$ cat config.mk
export PLATFORM = sky130hd
export DESIGN_NAME = retire_perf_mon
export DESIGN_NICKNAME = d
export VERILOG_FILES = /design/src/rtl/retire_perf_mon.sv
export SDC_FILE = /design/constraint.sdc
export NUM_CORES = 1
export LEC_CHECK = 0
export ABC_AREA = 1
export CAP_MARGIN = 15
export CORE_ASPECT_RATIO = 0.75
export CORE_MARGIN = 1.5
export CORE_UTILIZATION = 56
export CTS_BUF_LIST = sky130_fd_sc_hd__clkbuf_4 sky130_fd_sc_hd__clkbuf_8 sky130_fd_sc_hd__clkbuf_16
export CTS_CLUSTER_SIZE = 20
export DETAILED_ROUTE_END_ITERATION = 8
export PLACE_DENSITY = 0.77
export REMOVE_ABC_BUFFERS = 1
export SLEW_MARGIN = 20
export SYNTH_ARGS = -nofsm -noshare
export SYNTH_HDL_FRONTEND = slang
export SYNTH_SLANG_ARGS = --single-unit
$ cat constraint.sdc
create_clock -name clk_i -period 1.9 [get_ports clk_i]
set_input_delay 0.57 -clock clk_i [delete_from_list [all_inputs] [get_ports clk_i]]
set_output_delay 0.57 -clock clk_i [all_outputs]
set_load 0.1 [all_outputs]
$ cat src/rtl/retire_perf_mon.sv
// retire_perf_mon: windowed cycle / retired-instruction counters with
// watchdog, saturation and a coherent 32-bit register read port.
module retire_perf_mon #(
  parameter int unsigned NUM_LANES = 2,
  parameter int unsigned CNT_W     = 48,
  parameter int unsigned TIMEOUT   = 200000,
  parameter int unsigned TMO_W     = 32
) (
  input  logic                 clk_i,
  input  logic                 rst_i,
  input  logic [NUM_LANES-1:0] retire_valid_i,
  input  logic                 start_i,
  input  logic                 stop_i,
  input  logic                 clear_i,
  input  logic                 rd_req_i,
  input  logic [2:0]           rd_addr_i,
  output logic                 rd_ack_o,
  output logic [31:0]          rd_data_o,
  output logic [1:0]           state_o,
  output logic                 done_o,
  output logic                 timeout_o,
  output logic                 overflow_o
);

  localparam int unsigned HI_W = CNT_W - 32;
  localparam int unsigned SW   = CNT_W + 1;
  localparam logic [TMO_W-1:0] WD_LAST =
    TMO_W'(TIMEOUT == 0 ? 0 : TIMEOUT - 1);
  localparam logic [31:0] TMO_WORD = 32'(TIMEOUT);

  typedef enum logic [1:0] {
    S_IDLE = 2'd0,
    S_RUN  = 2'd1,
    S_DONE = 2'd2,
    S_TMO  = 2'd3
  } state_t;

  state_t            state_q, state_d;
  logic [CNT_W-1:0]  cycle_cnt, instr_cnt;
  logic [TMO_W-1:0]  wdog;
  logic [HI_W-1:0]   cycle_shadow, instr_shadow;
  logic              overflow_q;
  logic [2:0]        retired;
  logic [SW-1:0]     cycle_sum, instr_sum;
  logic              wd_fire;
  logic [31:0]       cyc_hi, ins_hi, rd_word;

  always_comb begin
    retired = '0;
    for (int i = 0; i < int'(NUM_LANES); i++)
      retired = retired + 3'(retire_valid_i[i]);
  end

  // one extra bit catches the carry out for saturation
  assign cycle_sum = {1'b0, cycle_cnt} + SW'(1);
  assign instr_sum = {1'b0, instr_cnt} + SW'(retired);
  assign wd_fire   = (TIMEOUT != 0) && (wdog == WD_LAST);

  always_ff @(posedge clk_i or negedge rst_i) begin
    if (!rst_i) state_q <= S_IDLE;
    else        state_q <= state_d;
  end

  always_comb begin
    state_d = state_q;
    if (clear_i)
      state_d = S_IDLE;
    else if (start_i)
      state_d = S_RUN;
    else if (state_q == S_RUN) begin
      if (stop_i)       state_d = S_DONE;
      else if (wd_fire) state_d = S_TMO;
    end
  end

  always_comb begin
    state_o   = state_q;
    done_o    = (state_q == S_DONE);
    timeout_o = (state_q == S_TMO);
  end

  assign overflow_o = overflow_q;

  always_ff @(posedge clk_i or negedge rst_i) begin
    if (!rst_i) begin
      cycle_cnt  <= '0;
      instr_cnt  <= '0;
      wdog       <= '0;
      overflow_q <= 1'b0;
    end else if (clear_i || start_i) begin
      cycle_cnt  <= '0;
      instr_cnt  <= '0;
      wdog       <= '0;
      overflow_q <= 1'b0;
    end else if (state_q == S_RUN) begin
      wdog       <= wdog + TMO_W'(1);
      cycle_cnt  <= cycle_sum[CNT_W] ? '1 : cycle_sum[CNT_W-1:0];
      instr_cnt  <= instr_sum[CNT_W] ? '1 : instr_sum[CNT_W-1:0];
      overflow_q <= overflow_q | cycle_sum[CNT_W] | instr_sum[CNT_W];
    end
  end

  // low-word reads snapshot the high part for a coherent follow-up read
  always_ff @(posedge clk_i or negedge rst_i) begin
    if (!rst_i) begin
      cycle_shadow <= '0;
      instr_shadow <= '0;
    end else if (clear_i) begin
      cycle_shadow <= '0;
      instr_shadow <= '0;
    end else if (rd_req_i) begin
      if (rd_addr_i == 3'd0) cycle_shadow <= cycle_cnt[CNT_W-1:32];
      if (rd_addr_i == 3'd2) instr_shadow <= instr_cnt[CNT_W-1:32];
    end
  end

  always_comb begin
    cyc_hi = '0;
    ins_hi = '0;
    cyc_hi[HI_W-1:0] = cycle_shadow;
    ins_hi[HI_W-1:0] = instr_shadow;
    rd_word = '0;
    unique case (rd_addr_i)
      3'd0:    rd_word = cycle_cnt[31:0];
      3'd1:    rd_word = cyc_hi;
      3'd2:    rd_word = instr_cnt[31:0];
      3'd3:    rd_word = ins_hi;
      3'd4:    rd_word = {27'b0, overflow_q, timeout_o, done_o, state_o};
      3'd5:    rd_word = TMO_WORD;
      default: rd_word = '0;
    endcase
  end

  always_ff @(posedge clk_i or negedge rst_i) begin
    if (!rst_i) begin
      rd_ack_o  <= 1'b0;
      rd_data_o <= '0;
    end else begin
      rd_ack_o <= rd_req_i;
      if (rd_req_i) rd_data_o <= rd_word;
    end
  end

endmodule

### Word level (Yosys, flattened, before mapping)

Cells that the tools add are included.

* $add $sub $neg: 4
* eq/ne operators: 9
* muxes and demuxes: 22
* bitwise operators: 2
* reductions and logical operators: 11

Operator list (count)
* 48-bit two-way mux: 6
* 32-bit one-hot mux with 6 select lines: 1
* 16-bit two-way mux: 6
* 32-bit two-way mux: 2
* 48-bit by 1-bit adder with 49-bit output (second input constant): 1
* 48-bit by 2-bit adder with 49-bit output: 1
* 32-bit by 1-bit adder with 32-bit output (second input constant): 1
* 32-bit by 18-bit == test with 1-bit output (second input constant): 1
* 2-bit two-way mux: 5
* 2-bit nonzero test: 4
* 3-bit by 2-bit == test with 1-bit output (second input constant): 2
* 3-bit == test (second input constant): 2
* 2-bit AND reduction: 3
* 2-bit == test (second input constant): 2
* 4-bit nonzero test: 1
* 3-bit by 1-bit == test with 1-bit output (second input constant): 1
* 3-bit logical NOT: 1
* 3-bit nonzero test: 1
* 1-bit by 1-bit adder with 2-bit output: 1
* 2-bit by 1-bit == test with 1-bit output (second input constant): 1
* 1-bit two-way mux: 2
* 1-bit OR: 2
* 1-bit logical OR: 1

* flip-flop bits (word level): 196
* input port bits: 11
* output and inout port bits: 38
* word-level logic and storage cells: 57

### Depth between registers and ports, before layout

Gate-level depths: netlist of the first run.

* depth in word-level cells: 6
* gate-level depth with buffers: 14
* mapped depth without buffers: 13

### Worst setup path before layout of the first run

OpenSTA, ideal clock, no wires.

* path type: register to output
* start point: register state_q[1], in the netlist state_o[1]
* end point: output port done_o
* arrival time: 2.394 ns
* required time: 1.330 ns
* path slack: -1.064 ns
* cell stages (with the launch flop): 3
* buffers on the path: 0
* cell sequence: dfrtp_1 inv_1 nor2_1

* cells in the longest elaborated chain, start to end: 1

Ends and longest elaborated chain
* start, declared: RTL line 38 `state_t state_q, state_d;`
* start signal, assigned: RTL line 61 `else state_q <= state_d;`
* 2-bit == test: RTL line 78 `done_o = (state_q == S_DONE);`
* end, declared: RTL line 20 `output logic done_o,`

Every way passes these cells.

### Worst setup path after layout of the first run

* start point: input port retire_valid_i[1]
* end point: register instr_cnt[11]

* cells in the longest elaborated chain, start to end: 5

Ends and longest elaborated chain
* start, declared: RTL line 11 `input logic [NUM_LANES-1:0] retire_valid_i,`
* 1-bit by 1-bit adder with 2-bit output: RTL line 51 `retired = retired + 3'(retire_valid_i[i]);`
* 48-bit by 2-bit adder with 49-bit output: RTL line 56 `assign instr_sum = {1'b0, instr_cnt} + SW'(retired);`
* 48-bit two-way mux: RTL line 98 `instr_cnt <= instr_sum[CNT_W] ? '1 : instr_sum[CNT_W-1:0];`
* 48-bit two-way mux: RTL line 95 `end else if (state_q == S_RUN) begin`
* 48-bit two-way mux: RTL line 90 `end else if (clear_i || start_i) begin`
* end signal, assigned: RTL line 98
* end, declared: RTL line 39 `logic [CNT_W-1:0] cycle_cnt, instr_cnt;`

Every way passes these cells. The select of a mux whose other input is x is not followed.
A chain may end at the register's enable or synchronous reset.

==> results of run 1 <==
[flip-flops by register name (all words and copies together) (netlist names)]
| register | flops |
|---|---|
| cycle_shadow | 16 |
| instr_cnt | 48 |
| rd_data_o | 32 |
| instr_shadow | 16 |
| rd_ack_o | 1 |
| state_o | 2 |
| cycle_cnt | 48 |
| overflow_o | 1 |
| wdog | 32 |
[cells in the mapped netlist, types with 17 or more instances]
master	instances	area [um2]
xor2_1	20	175
nand3_1	141	706
inv_1	181	679
clkbuf_1	25	93.8
nand2_1	673	2530
o21ai_0	77	385
dfrtp_1	196	4900
nor3_1	25	125
a21oi_1	19	95.1
o211ai_1	32	240
o22ai_1	32	200
nand4_1	46	288
nor2_1	220	826
o21ai_1	20	100
nor2_2	17	106
[through the flow]
stage | utilization [%] | setup TNS [ns] | hold WS [ns] | worst slack [ns] | area [um2]
final | 74.6 | -9.27 | 0.520 | -0.226 | 15900
after global routing | 74.6 | -14.41 | 0.548 | -0.337 | 15900
after CTS | 73.4 | -5.66 | 0.523 | -0.153 | 15600
after detailed placement | 69.1 | -83.53 | 0.468 | -1.08 | 14700
after global placement | 69.1 | -77.93 | 0.459 | -1.05 | 14700
after floorplan | - | -291.32 | 0.274 | -2.61 | 12000
[logic make-up after synthesis]
group	share of synthesized area, %
flops	40.0
simple gates	40.8
xor+xnor	1.50
fa+ha+maj	0.470
compound gates	9.35
buf+inv	7.91
[placed cells by master, fill, tap and decap left out, types with 4 or more instances in the layout]
| cell type | netlist | final |
|---|---|---|
| nand2_1 | 673 | 663 |
| o221ai_1 | 4 | 4 |
| nand3_4 | 2 | 5 |
| dfrtp_1 | 196 | 193 |
| o21ai_1 | 20 | 25 |
| o22ai_1 | 32 | 32 |
| nor2_4 | 6 | 14 |
| xor2_1 | 20 | 20 |
| nand2_2 | 8 | 15 |
| nand3_1 | 141 | 129 |
| buf_4 | 5 | 150 |
| inv_1 | 181 | 175 |
| inv_2 | 1 | 7 |
| buf_6 | 7 | 9 |
| bufinv_16 | 0 | 4 |
| nand4_1 | 46 | 46 |
| nand3_2 | 11 | 20 |
| clkdlybuf4s50_1 | 0 | 7 |
| buf_12 | 0 | 60 |
| nor2_2 | 17 | 14 |
| a21oi_1 | 19 | 19 |
| o21ai_2 | 2 | 17 |
| nor2_1 | 220 | 215 |
| nor3_1 | 25 | 22 |
| clkbuf_16 | 0 | 19 |
| o211ai_1 | 32 | 32 |
| o21ai_0 | 77 | 57 |
| nand3b_1 | 4 | 4 |
[report_power, final]
group          switching (mW)  internal [mW]  leakage (nW)
Combinational           0.576          0.309          4.28
Sequential             0.0271           4.20          2.73
Clock                    1.72           2.30         0.315
[critical path: stages]
cell,delay [ns]
dlygate4sd2_1,0.20
inv_2,0.04
fa_2,0.40
inv_2,0.08
ha_4,0.14
inv_4,0.04
nor2_4,0.13
nand2_4,0.09
nor2_4,0.16
buf_12,0.12
nand3_4,0.15
clkbuf_16,0.21
nand3_2,0.05
nand2_1,0.04
o21ai_1,0.08
[routing by layer]
metal  vias up  routed length, um  GRT usage (%)
met2       886              18700           54.9
li1       6251                  -              -
met4         0               1320           12.6
met5         -                  0              0
met3       113               5680           10.9
met1      6456              18900           56.5
[what timing repair did]
action	in CTS	in global routing
cloned	2	1
pin swaps	22	31
hold buffers	1	0
endpoints found under the hold margin	15	0
endpoints found under the setup margin	54	122
buffers inserted	5	9
gates resized for setup	67	41
[worst paths after layout]
check                                   from              end  slack (ns)  cells after the start
max                        retire_valid_i[1]    instr_cnt[11]       -0.23                     15
min                          cycle_shadow[8]  cycle_shadow[8]        0.52                      2
max reg2reg                     instr_cnt[0]    instr_cnt[11]       -0.22                     14
min reg2reg                  cycle_shadow[8]  cycle_shadow[8]        0.52                      2
max in group asynchronous              rst_i    cycle_cnt[46]        0.73                      3
min in group asynchronous              rst_i       state_o[0]        0.54                      2
[cell type report]
cell class                 instances  share of cell area (%)
clock buffer                      21                    2.91
clock inverter                    10                    1.09
inverter                         185                    4.39
multi-input combinational       1380                    42.0
sequential                       196                    30.9
tap                              288                    2.27
timing repair buffer             233                    16.5
==> reports/qor.txt, run 1 <==
Outcome -> complete, but fails checks
Failing checks -> setup timing
Multi-input logic area -> 6670 um2
Filler Cell Count -> 1631
TritonCTS clock tree -> yes
Crit path arrival time -> 2.51 ns
Syn Area/Cell -> 6.76 um2
Most used DFF post-synth -> dfrtp_1
Slew HR -> 71.4%
Antenna Cells -> 0
Die area -> 22800 um2
CP Launch Type -> primary input
Total Power -> 9.13 mW
Fin nets -> 2028
Final cell count without fillers -> 2313
GRT overflow -> 0
Crit path kind -> primary input to flop
Post-synth ARST share -> 100%
RSZ-0062 raised after global routing -> yes
WL/cell -> 19.3 um
P_leak -> 7.32 nW
Die Width -> 174 um
1st-iter DRT viols -> 1731
Synthesized area -> 12300 um2
TritonCTS Sinks -> 196
Largest net degree at the start of global routing -> 63
Setup violations, final -> 50
Synth Warn # -> 0
Setup ws final -> -0.226 ns
Reg clk slew, reported paths -> 0.08 ns
Hold Path Class -> flop to flop
Die extent in y -> 131 um
Kind of end point of the critical path -> flop
Core region area -> 21300 um2
Final Hold Fails -> 0
Fmax -> 0.470 GHz
Layout area overhead -> 29.6%
Vias in the first global route -> 12400
Post-synth EDFFs -> 0
Power density over cell area -> 575 nW/um2
Routability Congestion -> 1.01
First-pass GRT wire length -> 68200 um
CTS Root Cell -> clkbuf_16
I/O pin cnt -> 49
Final setup skew -> 0.0149 ns
Dpl cells -> 2264
Max-cap violations -> 0
#FFs+latches synth -> 196
Vias per cell -> 5.93
Antenna viol nets, final -> 0
Final period util -> 112%
Initial Utilization -> 57.6%
Worst slew pin tran -> 0.425 ns
Via Count -> 13700
Worst-Skew Late Latency -> 0.46 ns
Cell Rows -> 46
H-Tree Depth -> 4
Register area -> 4910 um2
Worst-path maximum fanout -> 5
Drt total wl -> 44600 um
GRT Total Usage -> 38.6%
Post-synthesis cell count -> 1812
Final HPWL DP -> 32500 um
Inserted Clock Buffers -> 17
Crit path required time -> 2.28 ns
Drt drc -> 0
Max Slew Vio Count -> 0
Initial antenna violation count -> 0
Clock Path Buffers -> 2
Peak supply drop -> 0.000606 V
Sequential area share after synthesis -> 40.0%
Tmin final -> 2.13 ns
Layout cell share with drive strength beyond 1 -> 18.1%
Unique masters post-synth -> 42
PortBufs -> 48
First drt pass iteration count -> 9
Note: power is estimated with default switching activity, not from simulation.
==> run 2, diff against run 1 <==
--- a/config.mk
+++ b/config.mk
@@ -9,11 +9,13 @@
 export CAP_MARGIN = 15
 export CORE_ASPECT_RATIO = 0.75
 export CORE_MARGIN = 1.5
-export CORE_UTILIZATION = 56
+export CORE_UTILIZATION = 59
 export CTS_BUF_LIST = sky130_fd_sc_hd__clkbuf_4 sky130_fd_sc_hd__clkbuf_8 sky130_fd_sc_hd__clkbuf_16
 export CTS_CLUSTER_SIZE = 20
 export DETAILED_ROUTE_END_ITERATION = 8
-export PLACE_DENSITY = 0.77
+export DONT_BUFFER_PORTS = 1
+export HOLD_SLACK_MARGIN = 0.08
+export PLACE_DENSITY = 0.78
 export REMOVE_ABC_BUFFERS = 1
 export SLEW_MARGIN = 20
 export SYNTH_ARGS = -nofsm -noshare
==> run 2 against run 1 <==
  * The flow finishes with violations (hold timing, setup timing)
  * Cell count down 2.0%
  * Hold slack worse by 0.71 ns
  * Combinational power down 30%
  * Clock power down 9.0%
  * Non-clock buffer count down 42
  * Wire length up 2.1%
  * Sequential power about the same
  * Via count down 2.3%
  * First-iteration DRC count up 12%
  * Clock skew about the same
  * Sequential share of layout area up 1.5 points
==> reports/qor.txt, run 2 (same netlist as run 1, synthesis figures left out) <==
Crit path required time -> 2.29 ns (about the same)
Reg clk slew, reported paths -> 0.07 ns (about the same)
Drt drc -> 0 (unchanged)
P_leak -> 7.07 nW (-3.4%)
Core region area -> 20300 um2 (-4.6%)
Routability Congestion -> 1.02 (+1.5%)
Power density over cell area -> 562 nW/um2 (-2.3%)
TritonCTS clock tree -> yes
First drt pass iteration count -> 6 (-3)
Final Hold Fails -> 196 (+196)
Hold Path Class -> primary input to asynchronous set/reset pin
Worst slew pin tran -> 0.565 ns (+0.141 ns)
Drt total wl -> 45600 um (+2.1%)
Max Slew Vio Count -> 0 (unchanged)
Crit path arrival time -> 2.52 ns (about the same)
Kind of end point of the critical path -> flop
Via Count -> 13400 (-2.3%)
Antenna Cells -> 0 (unchanged)
Max-cap violations -> 0 (unchanged)
GRT overflow -> 0 (unchanged)
Antenna viol nets, final -> 0 (unchanged)
Peak supply drop -> 0.000684 V (+13%)
Inserted Clock Buffers -> 17 (unchanged)
Crit path kind -> flop to flop
1st-iter DRT viols -> 1940 (+12%)
Final Util -> 74.5% (-0.12 points)
Failing checks -> hold timing, setup timing
Final setup skew -> 0.0152 ns (+0.000350 ns)
H-Tree Depth -> 4 (unchanged)
Largest regs -> cycle_cnt x48, instr_cnt x48
Clock Path Buffers -> 2 (unchanged)
Total Power -> 8.50 mW (-6.9%)
Commonest cells after routing, fill and taps aside -> nand2_1, nor2_1, dfrtp_1
PortBufs -> 0 (-100%)
Fin nets -> 1986 (-2.1%)
Outcome -> complete, but fails checks
Setup ws final -> -0.233 ns (-0.00636 ns)
Slew HR -> 62.0% (-9.4 points)
Layout cell share with drive strength beyond 1 -> 19.2% (+1.1 points)
Final period util -> 112% (+0.33 points)
Final cell count without fillers -> 2266 (-2.0%)
Worst-Skew Late Latency -> 0.46 ns (about the same)
Hold_ws -> -0.192 ns (-0.712 ns)
Die Width -> 169 um (-2.5%)
Fmax -> 0.469 GHz (-0.30%)
Die area -> 21700 um2 (-5.0%)
Place WS -> -0.733 ns (+0.347 ns)
Initial antenna violation count -> 1 (+1)
Worst-path maximum fanout -> 8 (+3)
Dpl cells -> 2205 (-2.6%)
WL/cell -> 20.1 um (+4.2%)
Filler Cell Count -> 1581 (-3.1%)
Layout area overhead -> 23.5%
CTS Root Cell -> clkbuf_16
Cell Rows -> 45 (-2.2%)
TritonCTS Sinks -> 196 (unchanged)
Initial Utilization -> 60.3% (+2.7 points)
I/O pin cnt -> 49 (unchanged)
GRT Total Usage -> 42.4% (+3.8 points)
Vias per cell -> 5.91 (-0.26%)
First-pass GRT wire length -> 68900 um (+1.1%)
Vias in the first global route -> 12200 (-1.8%)
Largest net degree at the start of global routing -> 197 (+210%)
RSZ-0062 raised after global routing -> yes
Most common cell after layout, fill and taps aside -> nand2_1
CP Launch Type -> flop
Setup violations, final -> 61 (+22%)
Reg2Reg Depth -> 15 (+1)
Tmin final -> 2.13 ns (+0.00636 ns)
Final HPWL DP -> 32800 um (+1.0%)
Die extent in y -> 128 um (-2.5%)
==> run 2: changes by cell type in the layout (fill, tap and decap cells not counted), moves of 9 or more <==
cell,change
nand2_4,+12
o21ai_0,-12
nand2_2,+19
nand2_1,-31
buf_12,-50
buf_6,+9
==> run 2: cell type report <==
type                            instances  area [um2]  share of cell area (%)
Sequential cell                       196        4910                    32.4
Clock inverter                         14         143                   0.942
Tap cell                              282         353                    2.33
Multi-Input combinational cell       1380        6880                    45.4
Inverter                              185         699                    4.62
Timing Repair Buffer                  191        1730                    11.4
Clock buffer                           18         433                    2.86
==> run 2: metrics by stage <==
stage / area (um2) / TNS, ns
5_1_grt: 15100 / -13.52
3_5_place_dp: 13700 / -30.33
3_3_place_gp: 13700 / -27.16
6_report: 15100 / -8.65
2_1_floorplan: 12000 / -291.32
4_1_cts: 14700 / -8.32
==> run 2: final timing paths <==
| check | start | endpoint | slack (ns) |
|---|---|---|---|
| worst min register to register | rd_data_o[0] | rd_data_o[0] | 0.49 |
| worst min-delay path | rst_i | instr_cnt[35] | -0.19 |
| max in group asynchronous | rst_i | cycle_cnt[39] | 1.69 |
| worst max register to register | instr_cnt[0] | instr_cnt[5] | -0.23 |
| worst max-delay path | instr_cnt[0] | instr_cnt[5] | -0.23 |
| min in group clk_i | rd_req_i | rd_ack_o | 0.15 |
==> run 2: layer usage <==
layer,track usage [%],part of all wire (%),vias up
met5,0,0,-
met4,10.1,1.7,0
met3,16.2,16,71
met2,56.7,39,909
met1,63.9,43,6241
li1,-,-,6172
==> run 2: what timing repair did <==
action | 4_1_cts | 5_1_grt
gates resized for setup | 85 | 106
endpoints found under the setup margin | 71 | 115
buffers inserted | 17 | 10
pin swaps | 36 | 40
cloned | 4 | 2
endpoints found under the hold margin | 196 | 196
==> run 2: where the power goes <==
part           internal [mW]  total (mW)  switching (mW)
registers               4.20        4.22          0.0205
clock network           1.86        3.66            1.80
logic                  0.160       0.621           0.461
==> run 2: critical path: stages, from the launching register on <==
cell and delay [ns]:
dfrtp_1 0.34, inv_2 0.04, fa_2 0.38, inv_2 0.08
ha_4 0.15, inv_4 0.04, nor2_4 0.11, nand2_4 0.08
nor2_4 0.11, buf_6 0.11, buf_6 0.09, nand4_4 0.14
buf_6 0.19, o21ai_1 0.07, nand2_1 0.06, nand2_1 0.07
==> run 3, diff against run 2 <==
--- a/config.mk
+++ b/config.mk
@@ -8,7 +8,7 @@
 export ABC_AREA = 1
 export CAP_MARGIN = 15
 export CORE_ASPECT_RATIO = 0.75
-export CORE_MARGIN = 1.5
+export CORE_MARGIN = 2
 export CORE_UTILIZATION = 59
 export CTS_BUF_LIST = sky130_fd_sc_hd__clkbuf_4 sky130_fd_sc_hd__clkbuf_8 sky130_fd_sc_hd__clkbuf_16
 export CTS_CLUSTER_SIZE = 20
==> run 3 against run 2 <==
  * The flow still finishes with violations (hold timing, setup timing)
  * Utilization down 0.54 points
  * Die area increased by 1.4%
  * Wire length fell by 1.2%
  * Critical path depth decreased by 3
  * Clock power increased by 5.5%
  * Largest power group unchanged
  * Setup slack got worse by 0.043 ns
  * Fmax is 2.0% lower
==> reports/qor.txt, run 3 (same netlist as run 1, synthesis figures left out) <==
Outcome -> complete, but fails checks
Failing checks -> hold timing, setup timing
Final HPWL DP -> 32500 um (-0.96%)
Post-placement cell area -> 13700 um2 (-0.13%)
Hold_ws -> -0.190 ns (+0.00184 ns)
Tmin final -> 2.18 ns (+0.0434 ns)
Layout area overhead -> 22.6%
Drt total wl -> 45000 um (-1.2%)
Inserted Clock Buffers -> 17 (unchanged)
Initial antenna violation count -> 0 (-1)
First drt pass iteration count -> 6 (unchanged)
Combinational Power Share -> 7.2% (about the same)
TritonCTS clock tree -> yes
CTS Root Cell -> clkbuf_16
Peak supply drop -> 0.000566 V (-17%)
Crit path kind -> flop to flop
Kind of end point of the critical path -> flop
Final period util -> 115% (+2.3 points)
Commonest cells after routing, fill and taps aside -> nand2_1, nor2_1, dfrtp_1
Clock power frac -> 44.3% (+1.2 points)
H-Tree Depth -> 4 (unchanged)
Crit path arrival time -> 2.52 ns (about the same)
Flop pwr share -> 48.4% (-1.2 points)
Clock Path Buffers -> 2 (unchanged)
Max Slew Vio Count -> 0 (unchanged)
Setup violations, final -> 50 (-18%)
RSZ-0062 raised after global routing -> yes
Crit path required time -> 2.25 ns (-0.04 ns)
1st-iter DRT viols -> 2101 (+8.3%)
Fin nets -> 1986 (unchanged)
Die area -> 22000 um2 (+1.4%)
Most common cell after layout, fill and taps aside -> nand2_1
Setup ws final -> -0.276 ns (-0.0434 ns)
Largest net degree at the start of global routing -> 197 (unchanged)
Worst slew pin tran -> 0.624 ns (+0.0586 ns)
Layout cell share with drive strength beyond 1 -> 17.0% (-2.2 points)
Core region area -> 20300 um2 (unchanged)
PortBufs -> 0 (unchanged)
Switching Share -> 25.5% (-1.4 points)
WL/cell -> 19.9 um (-1.2%)
Hold Path Class -> primary input to asynchronous set/reset pin
Die Width -> 170 um (+0.59%)
Antenna Cells -> 0 (unchanged)
I/O pin cnt -> 49 (unchanged)
Initial Utilization -> 60.3% (unchanged)
Antenna viol nets, final -> 0 (unchanged)
Via Count -> 13600 (+1.5%)
TritonCTS Sinks -> 196 (unchanged)
Final setup skew -> 0.0124 ns (-0.00287 ns)
CP Launch Type -> flop
Design area -> 15000 um2 (-0.72%)
GRT Total Usage -> 41.7% (-0.72 points)
GRT overflow -> 0 (unchanged)
Met1 Track Usage GR -> 62.2% (-1.6 points)
Die extent in y -> 129 um (+0.78%)
Worst-Skew Late Latency -> 0.46 ns (about the same)
Routability Congestion -> 1.02 (-0.31%)
Cell Int Power -> 6.49 mW (+4.3%)
Power density over cell area -> 579 nW/um2 (+3.2%)
Cell Rows -> 45 (unchanged)
Final Hold Fails -> 196 (unchanged)
Reg clk slew, reported paths -> 0.07 ns (about the same)
Met2 Use GR -> 58.5% (+1.7 points)
GR peak layer -> met1
Vias in the first global route -> 12400 (+1.8%)
Largest regs -> cycle_cnt x48, instr_cnt x48
First-pass GRT wire length -> 69100 um (+0.30%)
Slew HR -> 58.0% (-4.1 points)
Worst-path maximum fanout -> 5 (-3)
Max-cap violations -> 0 (unchanged)
Met3 Usage GRT -> 11.9% (-4.3 points)
Sw power -> 2.22 mW (-2.8%)
Fmax -> 0.460 GHz (-2.0%)
Drt drc -> 0 (unchanged)
Place WS -> -0.656 ns (+0.0766 ns)
P_leak -> 7.01 nW (-0.85%)
Vias per cell -> 6.00 (+1.5%)
[run 3: cell types whose count changed in the layout (fill, tap and decap cells not counted), sizes merged, moves of 2 or more]
cell / change
clkbuf: -3
buf: -3
inv: -4
clkinvlp: +3
nand4: +5
bufinv: +2
[run 3: repair_timing]
action,4_1_cts,5_1_grt
endpoints found under the hold margin,196,196
setup endpoints to repair,72,111
resized for setup,63,66
pin swaps,33,35
gates cloned,6,3
setup buffers,12,17
[run 3: layout make-up]
class	instances	area, um2
inverters	185	703
clock buffers	18	439
well taps	282	353
fillers	1587	5300
repair buffers	185	1640
flip-flops and latches	196	4910
multi-input cells	1386	6820
clock inverters	14	175
[run 3: routing by layer]
metal,part of all wire [%],wire length (um)
met4,2.6,1190
met1,42,18800
met3,15,6560
met2,41,18500
met5,0,0
[run 3: final timing paths]
kind	from	endpoint	slack [ns]	depth (start not counted)
min in group clk_i	rd_req_i	rd_ack_o	0.14	0
max in group asynchronous	rst_i	cycle_cnt[29]	1.64	0
worst min register to register	rd_data_o[0]	rd_data_o[0]	0.49	2
worst min-delay path	rst_i	instr_cnt[37]	-0.19	0
worst max-delay path	instr_cnt[0]	instr_cnt[45]	-0.28	12
worst max register to register	instr_cnt[0]	instr_cnt[45]	-0.28	12
[run 3: power by group through the flow]
stage	clock, mW	combinational (mW)	sequential (mW)
6_report	3.86	0.631	4.22
3_3_place_gp	0	0.570	4.30
2_1_floorplan	0	0.201	4.41
4_1_cts	3.87	0.602	4.22
3_5_place_dp	0	0.582	4.30
5_1_grt	4.02	0.657	4.22
[run 3: critical path, cell delays in order (launching register included)]
cell and delay (ns):
dfrtp_1 0.34, inv_2 0.05, fa_2 0.37, nor2_1 0.28, buf_4 0.17, nand2_1 0.17
nor2_1 0.18, buf_4 0.16, nand3_1 0.08, nand2_1 0.09, nand3_2 0.07, nand2_1 0.05
nand2_1 0.04
[run 3: metrics by stage]
stage                     instances  setup TNS (ns)  hold slack [ns]  utilization, %  power, mW
after floorplan                1761         -291.32            0.274               -       4.61
after global placement         2201          -27.95            0.280            67.3       4.87
after detailed placement       2201          -30.07            0.279            67.3       4.88
after CTS                      2250           -8.24           -0.194            72.3       8.68
after global routing           2266          -14.26           -0.201            73.9       8.89
final                          2266           -9.06           -0.190            73.9       8.71
